File: config.mk
export PLATFORM = sky130hd
export DESIGN_NAME = bit_demux16
export DESIGN_NICKNAME = d
export VERILOG_FILES = /design/src/rtl/bit_demux16_pkg.sv /design/src/rtl/bit_demux16_dec.sv /design/src/rtl/bit_demux16.sv
export SDC_FILE = /design/constraint.sdc
export NUM_CORES = 1
export LEC_CHECK = 0
export CORE_AREA = 5 5 68 70
export CTS_CLUSTER_SIZE = 28
export DETAILED_ROUTE_END_ITERATION = 10
export DIE_AREA = 0 0 73 75
export PLACE_DENSITY = 0.88
export SLEW_MARGIN = 20
export SYNTH_ARGS = -nofsm -noshare
export SYNTH_HDL_FRONTEND = slang
export SYNTH_SLANG_ARGS = --single-unit
export TNS_END_PERCENT = 20
File: constraint.sdc
create_clock -name clk -period 4.43 [get_ports clk]
set_input_delay 0.886 -clock clk [delete_from_list [all_inputs] [get_ports clk]]
set_output_delay 0.886 -clock clk [all_outputs]
set_load 0.05 [all_outputs]
File: src/rtl/bit_demux16_pkg.sv
// Shared definitions for the serial-bit-to-word demultiplexer: default width,
// select-width helper and the two-state encoding.
package bit_demux16_pkg;

    localparam int DEF_WIDTH = 16;

    // Select width for a given word width; a 1-bit select is the floor so WIDTH=2 works.
    function automatic int sel_w(input int width);
        return (width > 2) ? $clog2(width) : 1;
    endfunction

    typedef enum logic {
        FILL = 1'b0,
        HOLD = 1'b1
    } state_t;

endpackage

File: src/rtl/bit_demux16_dec.sv
// One-hot decoder turning a bit position into per-bit write enables.
module bit_dec16
    import bit_demux16_pkg::*;
#(
    parameter int WIDTH = DEF_WIDTH,
    parameter int SEL_W = sel_w(WIDTH)
) (
    input  logic [SEL_W-1:0] sel,
    output logic [WIDTH-1:0] onehot
);

    generate
        for (genvar gi = 0; gi < WIDTH; gi++) begin : g_dec
            assign onehot[gi] = (sel == SEL_W'(gi));
        end
    endgenerate

endmodule

File: src/rtl/bit_demux16.sv
// Assembles single bits from a valid/ready stream into a WIDTH-bit word with a
// written-position mask; publishes on full mask or on commit.
module bit_demux16
    import bit_demux16_pkg::*;
#(
    parameter int   WIDTH    = DEF_WIDTH,
    parameter logic FILL_BIT = 1'b0,
    localparam int  SEL_W    = sel_w(WIDTH)
) (
    input  logic             clk,
    input  logic             rst_n,
    input  logic             in_valid,
    output logic             in_ready,
    input  logic             in_bit,
    input  logic [SEL_W-1:0] in_sel,
    input  logic             in_addr_en,
    input  logic             in_commit,
    output logic             out_valid,
    input  logic             out_ready,
    output logic [WIDTH-1:0] out_word,
    output logic [WIDTH-1:0] out_mask,
    output logic [SEL_W-1:0] ptr
);

    state_t             state_reg;
    logic [WIDTH-1:0]   word_reg;
    logic [WIDTH-1:0]   mask_reg;
    logic [SEL_W-1:0]   ptr_reg;

    logic               accept;
    logic               drain;
    logic [SEL_W-1:0]   pos;
    logic [WIDTH-1:0]   pos_oh;
    logic [WIDTH-1:0]   base_word;
    logic [WIDTH-1:0]   base_mask;
    logic [WIDTH-1:0]   word_next;
    logic [WIDTH-1:0]   mask_next;
    logic               complete;

    assign in_ready  = (state_reg == FILL) || out_ready;
    assign accept    = in_valid && in_ready;
    assign drain     = (state_reg == HOLD) && out_ready;
    assign pos       = in_addr_en ? in_sel : ptr_reg;

    assign out_valid = (state_reg == HOLD);
    assign out_word  = word_reg;
    assign out_mask  = mask_reg;
    assign ptr       = ptr_reg;

    bit_dec16 #(
        .WIDTH (WIDTH),
        .SEL_W (SEL_W)
    ) u_dec (
        .sel    (pos),
        .onehot (pos_oh)
    );

    // A beat accepted while draining lands in the freshly cleared word.
    always_comb begin
        base_word = drain ? {WIDTH{FILL_BIT}} : word_reg;
        base_mask = drain ? '0 : mask_reg;
        word_next = (base_word & ~pos_oh) | (pos_oh & {WIDTH{in_bit}});
        mask_next = base_mask | pos_oh;
        complete  = in_commit || (&mask_next);
    end

    always_ff @(posedge clk) begin
        if (!rst_n) begin
            state_reg <= FILL;
            word_reg  <= {WIDTH{FILL_BIT}};
            mask_reg  <= '0;
            ptr_reg   <= '0;
        end else if (accept) begin
            word_reg <= word_next;
            mask_reg <= mask_next;
            if (complete) begin
                state_reg <= HOLD;
                ptr_reg   <= '0;
            end else begin
                state_reg <= FILL;
                ptr_reg   <= pos + 1'b1;
            end
        end else if (drain) begin
            state_reg <= FILL;
            word_reg  <= {WIDTH{FILL_BIT}};
            mask_reg  <= '0;
        end
    end

endmodule

; Yosys cells after proc, flatten, opt, wreduce, memory -nomap -nowiden
; Cells that the tools add are included.
[word_totals]
regBits = 37
elab_cells = 42
[op_classes]
n_addsub = 1
n_reduce_logical = 7
n_bitwise = 6
mux = 9
eq_ne = 15
[ops]
columns = cell, count
row1 = 16-bit two-way mux, 4
row2 = 16-bit bitwise AND, 2
row3 = "4-bit equality test, second input constant", 8
row4 = 16-bit OR, 2
row5 = "4-bit by 3-bit equality test with 1-bit output, second input constant", 4
row6 = 16-bit inverter, 1
row7 = 16-bit AND reduction, 1
row8 = "4-bit by 2-bit equality test with 1-bit output, second input constant", 2
row9 = 4-bit two-way mux, 2
row10 = "4-bit by 1-bit adder with 4-bit output, second input constant", 1
row11 = "4-bit by 1-bit equality test with 1-bit output, second input constant", 1
row12 = 4-bit zero test, 1
row13 = 1-bit two-way mux, 3
row14 = 1-bit logical AND, 2
row15 = 1-bit logical OR, 2
row16 = 2-bit nonzero test, 1
row17 = 1-bit inverter, 1

; Depth between registers and ports, before layout
[depth]
depth_word = 7
depth_mapped = 11
mapped_depth_nobuf = 9

; Hierarchy
; A second synthesis with hierarchy kept.
[unflattened]
hier_cells = 208
hier_area_um2 = 2053.2
[modules_own_cells]
columns = mod, cells_per_inst, seq_area_each_um2, area_each_um2, instances
row1 = bit_demux16, 188, 740.7, 1826.8, 1
row2 = bit_dec16, 20, 0.0, 226.5, 1

; Worst setup path before layout
; No wires, ideal clock.
[synth_path]
path_type = in2reg
from = input port in_addr_en
to = register ptr_reg[3] (netlist: ptr[3])
arrival_ns = 2.941
n_path_buf = 2
setup_ns = 0.062
slack_ns = 1.427
stages = 11
cell_sequence = buf_6 -> buf_6 -> mux2i_1 -> inv_1 -> ha_1 -> nor4b_1 -> a311o_1 -> o2111ai_4 -> nor4_4 -> a311oi_2 -> a32o_1
[synth_between]
elab_chain_len = 6
word_cells_on_any_way = 22
cone_classes = 1 x add/sub / 15 x eq/ne / 2 x mux / 1 x bitwise / 3 x reduce/logical
[synth_rtl]
columns = element, line_no
row1 = from (decl), bit_demux16.sv:16  ; input logic in_addr_en,
row2 = 4-bit two-way mux (*), bit_demux16.sv:43  ; assign pos = in_addr_en ? in_sel : ptr_reg;
row3 = "4-bit by 1-bit equality test with 1-bit output, or another cell as far along", bit_demux16_dec.sv:14  ; assign onehot[gi] = (sel == SEL_W'(gi));
row4 = 16-bit OR, bit_demux16.sv:63  ; mask_next = base_mask | pos_oh;
row5 = 16-bit AND reduction, bit_demux16.sv:64  ; complete = in_commit || (&mask_next);
row6 = 1-bit logical OR, bit_demux16.sv:64
row7 = 4-bit two-way mux (*), bit_demux16.sv:76  ; if (complete) begin
row8 = to (signal assigned), bit_demux16.sv:81  ; ptr_reg <= pos + 1'b1;
row9 = to (decl), bit_demux16.sv:28  ; logic [SEL_W-1:0] ptr_reg;
; Every way passes the cells marked *; elsewhere a longest branch is shown, timed or not.
; A chain may end at the register's enable or synchronous reset.

; Worst setup path in the final report
[layout_path]
from = input port in_addr_en
to = register ptr_reg[1] (netlist: ptr[1])
; Same word-level chain as after synthesis.

==> parameters.txt <==
Parameter                              Value

Status
  Run status ... completed

Min path
  Hold Path Stages ... 2
  Launch point of the worst hold path ... out_word[5]$_SDFF_PN0_
  HP Class ... reg -> reg
  Endpoint, Worst Hold ... out_word[5]$_SDFF_PN0_

Setup path
  Worst reg2reg path depth ... 9
  Data required time at the worst endpoint ... ~4600 ps
  Reg-to-reg endpoint ... ptr[1]$_SDFFE_PN0P_
  Worst EP arrival ... 3580 ps
  Worst r2r src ... ptr[0]$_SDFFE_PN0P_
  CP Capture Type ... flip-flop
  Critical path start-end classification ... in -> reg
  Startpoint class of the critical path ... input pin
  Max FO, Critical Path ... 13
  R2r setup slk ... 1900 ps

Power and ir drop
  Relative contribution of combinational cells to total power ... 18.7%
  Internal cell power ... between 0.0005 and 0.0006 W
  Flop pwr share ... 48.4%
  Part of the power in the clock network ... about a third
  Total leakage power ... between 0.8 and 0.9 nW
  Net switching component of the power ... ~0.00021 W
  Net Sw Frac ... between 20% and 30%
  Largest vdd supply drop ... between 150 and 200 µV
  Power density relative to cell area ... 280 nW/µm²

Clocking
  CTS tree ... built
  # hold bufs at CTS ... 0
  Buffer depth of the longest clock path ... 2
  Number of sinks on the clock net ... 37
  H-tree lvl count ... 2
  Total setup buffers inserted after CTS ... 0
  Post-CTS resize count ... 0
  Clock latency of the later-clocked register in the worst-skew pair ... ~290 ps
  Clock Root Buffer ... clkbuf_8
  Clock transition at the registers of the reported paths ... roughly 70 ps
  Number of buffers created by CTS ... 5

Drt
  Detailed router's first-iteration violation count ... 171
  Number of vias per cell after detailed routing ... 6.05
  Remaining design rule violation count ... 0
  Routed WL ... about 5300 µm
  Routed wire length per instance ... approximately 17 µm
  Count of vias placed by the detailed router ... roughly 1.9k
  Antenna viol nets, final ... 0
  Router iterations before antenna repair ... 5

Yosys
  Synthesized net count ... ~240
  Number of warnings printed during yosys synthesis ... 0
  Area of the mapped netlist ... slightly above 2000 µm²
  EDFF count, synth ... 0
  Flops & latches, synth ... 37
  Asr flop ratio synth ... 0%
  Seq/Total Area, Yosys ... between 30% and 40%
  Cell variety after synth ... 47
  Primary flip-flop cell chosen by synthesis mapping ... dfxtp_1
  Synthesized instance count ... about 230
  Post-synthesis average cell area ... 8.87 µm²

Timing
  Relative slew slack ... around 60%
  Worst Tran Pin Value ... between 600 and 700 ps
  Final clock period utilization by the worst path ... 76.9%
  Count of final hold-check violations ... 0
  Final worst clock skew ... just over 6 ps
  Fmax ... 0.293 GHz
  Max-slew violation total from the final report ... 0
  Shortest period the worst path allows ... ~3400 ps
  RSZ-0062 raised after global routing ... no
  Total negative setup slack ... 0 ps
  Final-report setup violation count ... 0

Layout
  Diodes inserted ... 0
  Share of layout cells above drive strength 1 ... 8.65%
  Post-route insts no fill ... approximately 320
  Synthesis-to-layout area growth ... 27.7%
  Fraction of the core area covered by cells at the end of the flow ... 65.7%
  Number of nets in the layout ... around 280

Floorplanning
  Initial Util ... just over 50%
  Area of the core ... between 3000 and 4000 µm²
  Vertical extent of the die ... 75 µm
  Number of ports placed on the die boundary ... a little under 50
  Die Span X ... roughly 73 µm
  Die area ... roughly 5500 µm²
  Floorplan row count ... 23

Placement
  Post-DP HPWL ... between 3000 and 4000 µm
  Count of buffers inserted at the top-level ports ... 48
  Post-Place Cells ... approximately 300
  Routability Congestion ... 0.846

Global route
  Global-route total usage across every layer ... between 20% and 30%
  Initial antenna violation count ... 0
  Vias in the first global route ... around 1.8k
  Final global-route overflow total ... 0
  Largest net degree at the start of global routing ... 39
  Wire length of the first global-routing pass ... ~8600 µm

Run
  Number of max-cap violations ... 0
synth_stat cells (all sizes together), types with 2 or more instances:
master | count | area share (%)
nor2 | 4 | 0.75
buf | 6 | 2.7
a41oi | 2 | 1.2
inv | 4 | 0.75
mux2 | 2 | 1.3
nand4 | 18 | 5.6
a21oi | 2 | 0.68
ha | 4 | 2.5
nand2 | 24 | 4.5
a222oi | 2 | 0.99
a21boi | 32 | 12
a32oi | 2 | 1.2
nand2b | 3 | 0.93
dfxtp | 37 | 37
a32o | 4 | 2.0
nand3 | 36 | 9.2
mux2i | 3 | 1.5
a311oi | 2 | 1.2
xnor2 | 2 | 0.87
and2 | 6 | 1.9
clkbuf | 15 | 2.8
o21ai | 4 | 1.7
logic make-up after synthesis:
group / count (synthesis) / share of synthesized area (%)
AOI/OAI and AO/OA: 56 / 24.9
muxes: 5 / 2.80
buffers and inverters: 25 / 6.21
and+or+nand+nor: 98 / 26.0
xor gates and xnor gates: 2 / 0.870
adders and majority gates: 4 / 2.49
DFF: 37 / 36.8
how the worst max path moves through the flow:
stage	start	end	cells after the start
2_1_floorplan	in_addr_en	ptr[3]$_SDFFE_PN0P_	11
4_1_cts	in_addr_en	ptr[1]$_SDFFE_PN0P_	9
6_report	in_addr_en	ptr[1]$_SDFFE_PN0P_	9
5_1_grt	in_addr_en	ptr[3]$_SDFFE_PN0P_	9
3_5_place_dp	in_addr_en	ptr[2]$_SDFFE_PN0P_	10
3_3_place_gp	in_addr_en	ptr[3]$_SDFFE_PN0P_	10
per-layer routing:
metal / vias up / share of wire [%] / track usage [%]
li1: 918 / - / -
met1: 924 / 40 / 23.2
met2: 58 / 51 / 35.1
met3: 11 / 6.0 / 5.61
met4: 0 / 2.1 / 9.02
met5: - / 0 / 0
worst max-delay path: stages:
cell	delay, ps
clkdlybuf4s50_1	530
mux2i_1	380
ha_1	460
nor4b_1	370
a311o_1	220
o2111ai_4	120
nor4_4	200
a311oi_2	180
a32o_1	230
layout make-up:
class / instances / area [µm²]
Clock buffer: 7 / 86.3
Inverter: 4 / 15.0
Timing Repair Buffer: 53 / 518
Multi-Input combinational cell: 165 / 1150
Tap cell: 50 / 62.6
Fill cell: 358 / 1340
Sequential cell: 37 / 741
placed cells by master, fill, tap and decap left out, types with 2 or more instances in the layout:
| cell type | netlist | layout |
|---|---|---|
| a21boi_1 | 7 | 7 |
| a32o_1 | 4 | 4 |
| dfxtp_1 | 37 | 37 |
| a222oi_1 | 2 | 2 |
| buf_4 | 0 | 5 |
| xnor2_1 | 2 | 2 |
| a21boi_0 | 25 | 25 |
| mux2i_1 | 3 | 3 |
| clkbuf_8 | 0 | 6 |
| and2_1 | 6 | 6 |
| nand4_1 | 18 | 18 |
| clkdlybuf4s50_1 | 0 | 48 |
| inv_1 | 4 | 4 |
| nor2_1 | 4 | 4 |
| ha_1 | 4 | 4 |
| nand2b_1 | 3 | 3 |
| nand3_1 | 35 | 35 |
| nand2_1 | 24 | 24 |
through the flow:
step	area [µm²]	worst slack, ps	hold WS (ps)	total power (W)
floorplan	2010	1430	688	0.000448
global placement	2480	846	454	0.000486
detailed placement	2480	767	461	0.000489
CTS	2570	1020	471	0.000723
global route	2570	821	490	0.000751
finish	2570	1020	467	0.000719
power groups by stage:
stage / sequential (W) / combinational, W / clock, W
2_1_floorplan: 0.000379 / 0.0000690 / 0
3_3_place_gp: 0.000355 / 0.000131 / 0
3_5_place_dp: 0.000355 / 0.000133 / 0
4_1_cts: 0.000348 / 0.000134 / 0.000241
5_1_grt: 0.000349 / 0.000142 / 0.000260
6_report: 0.000348 / 0.000134 / 0.000237
Power figures use the tool's default switching activity.
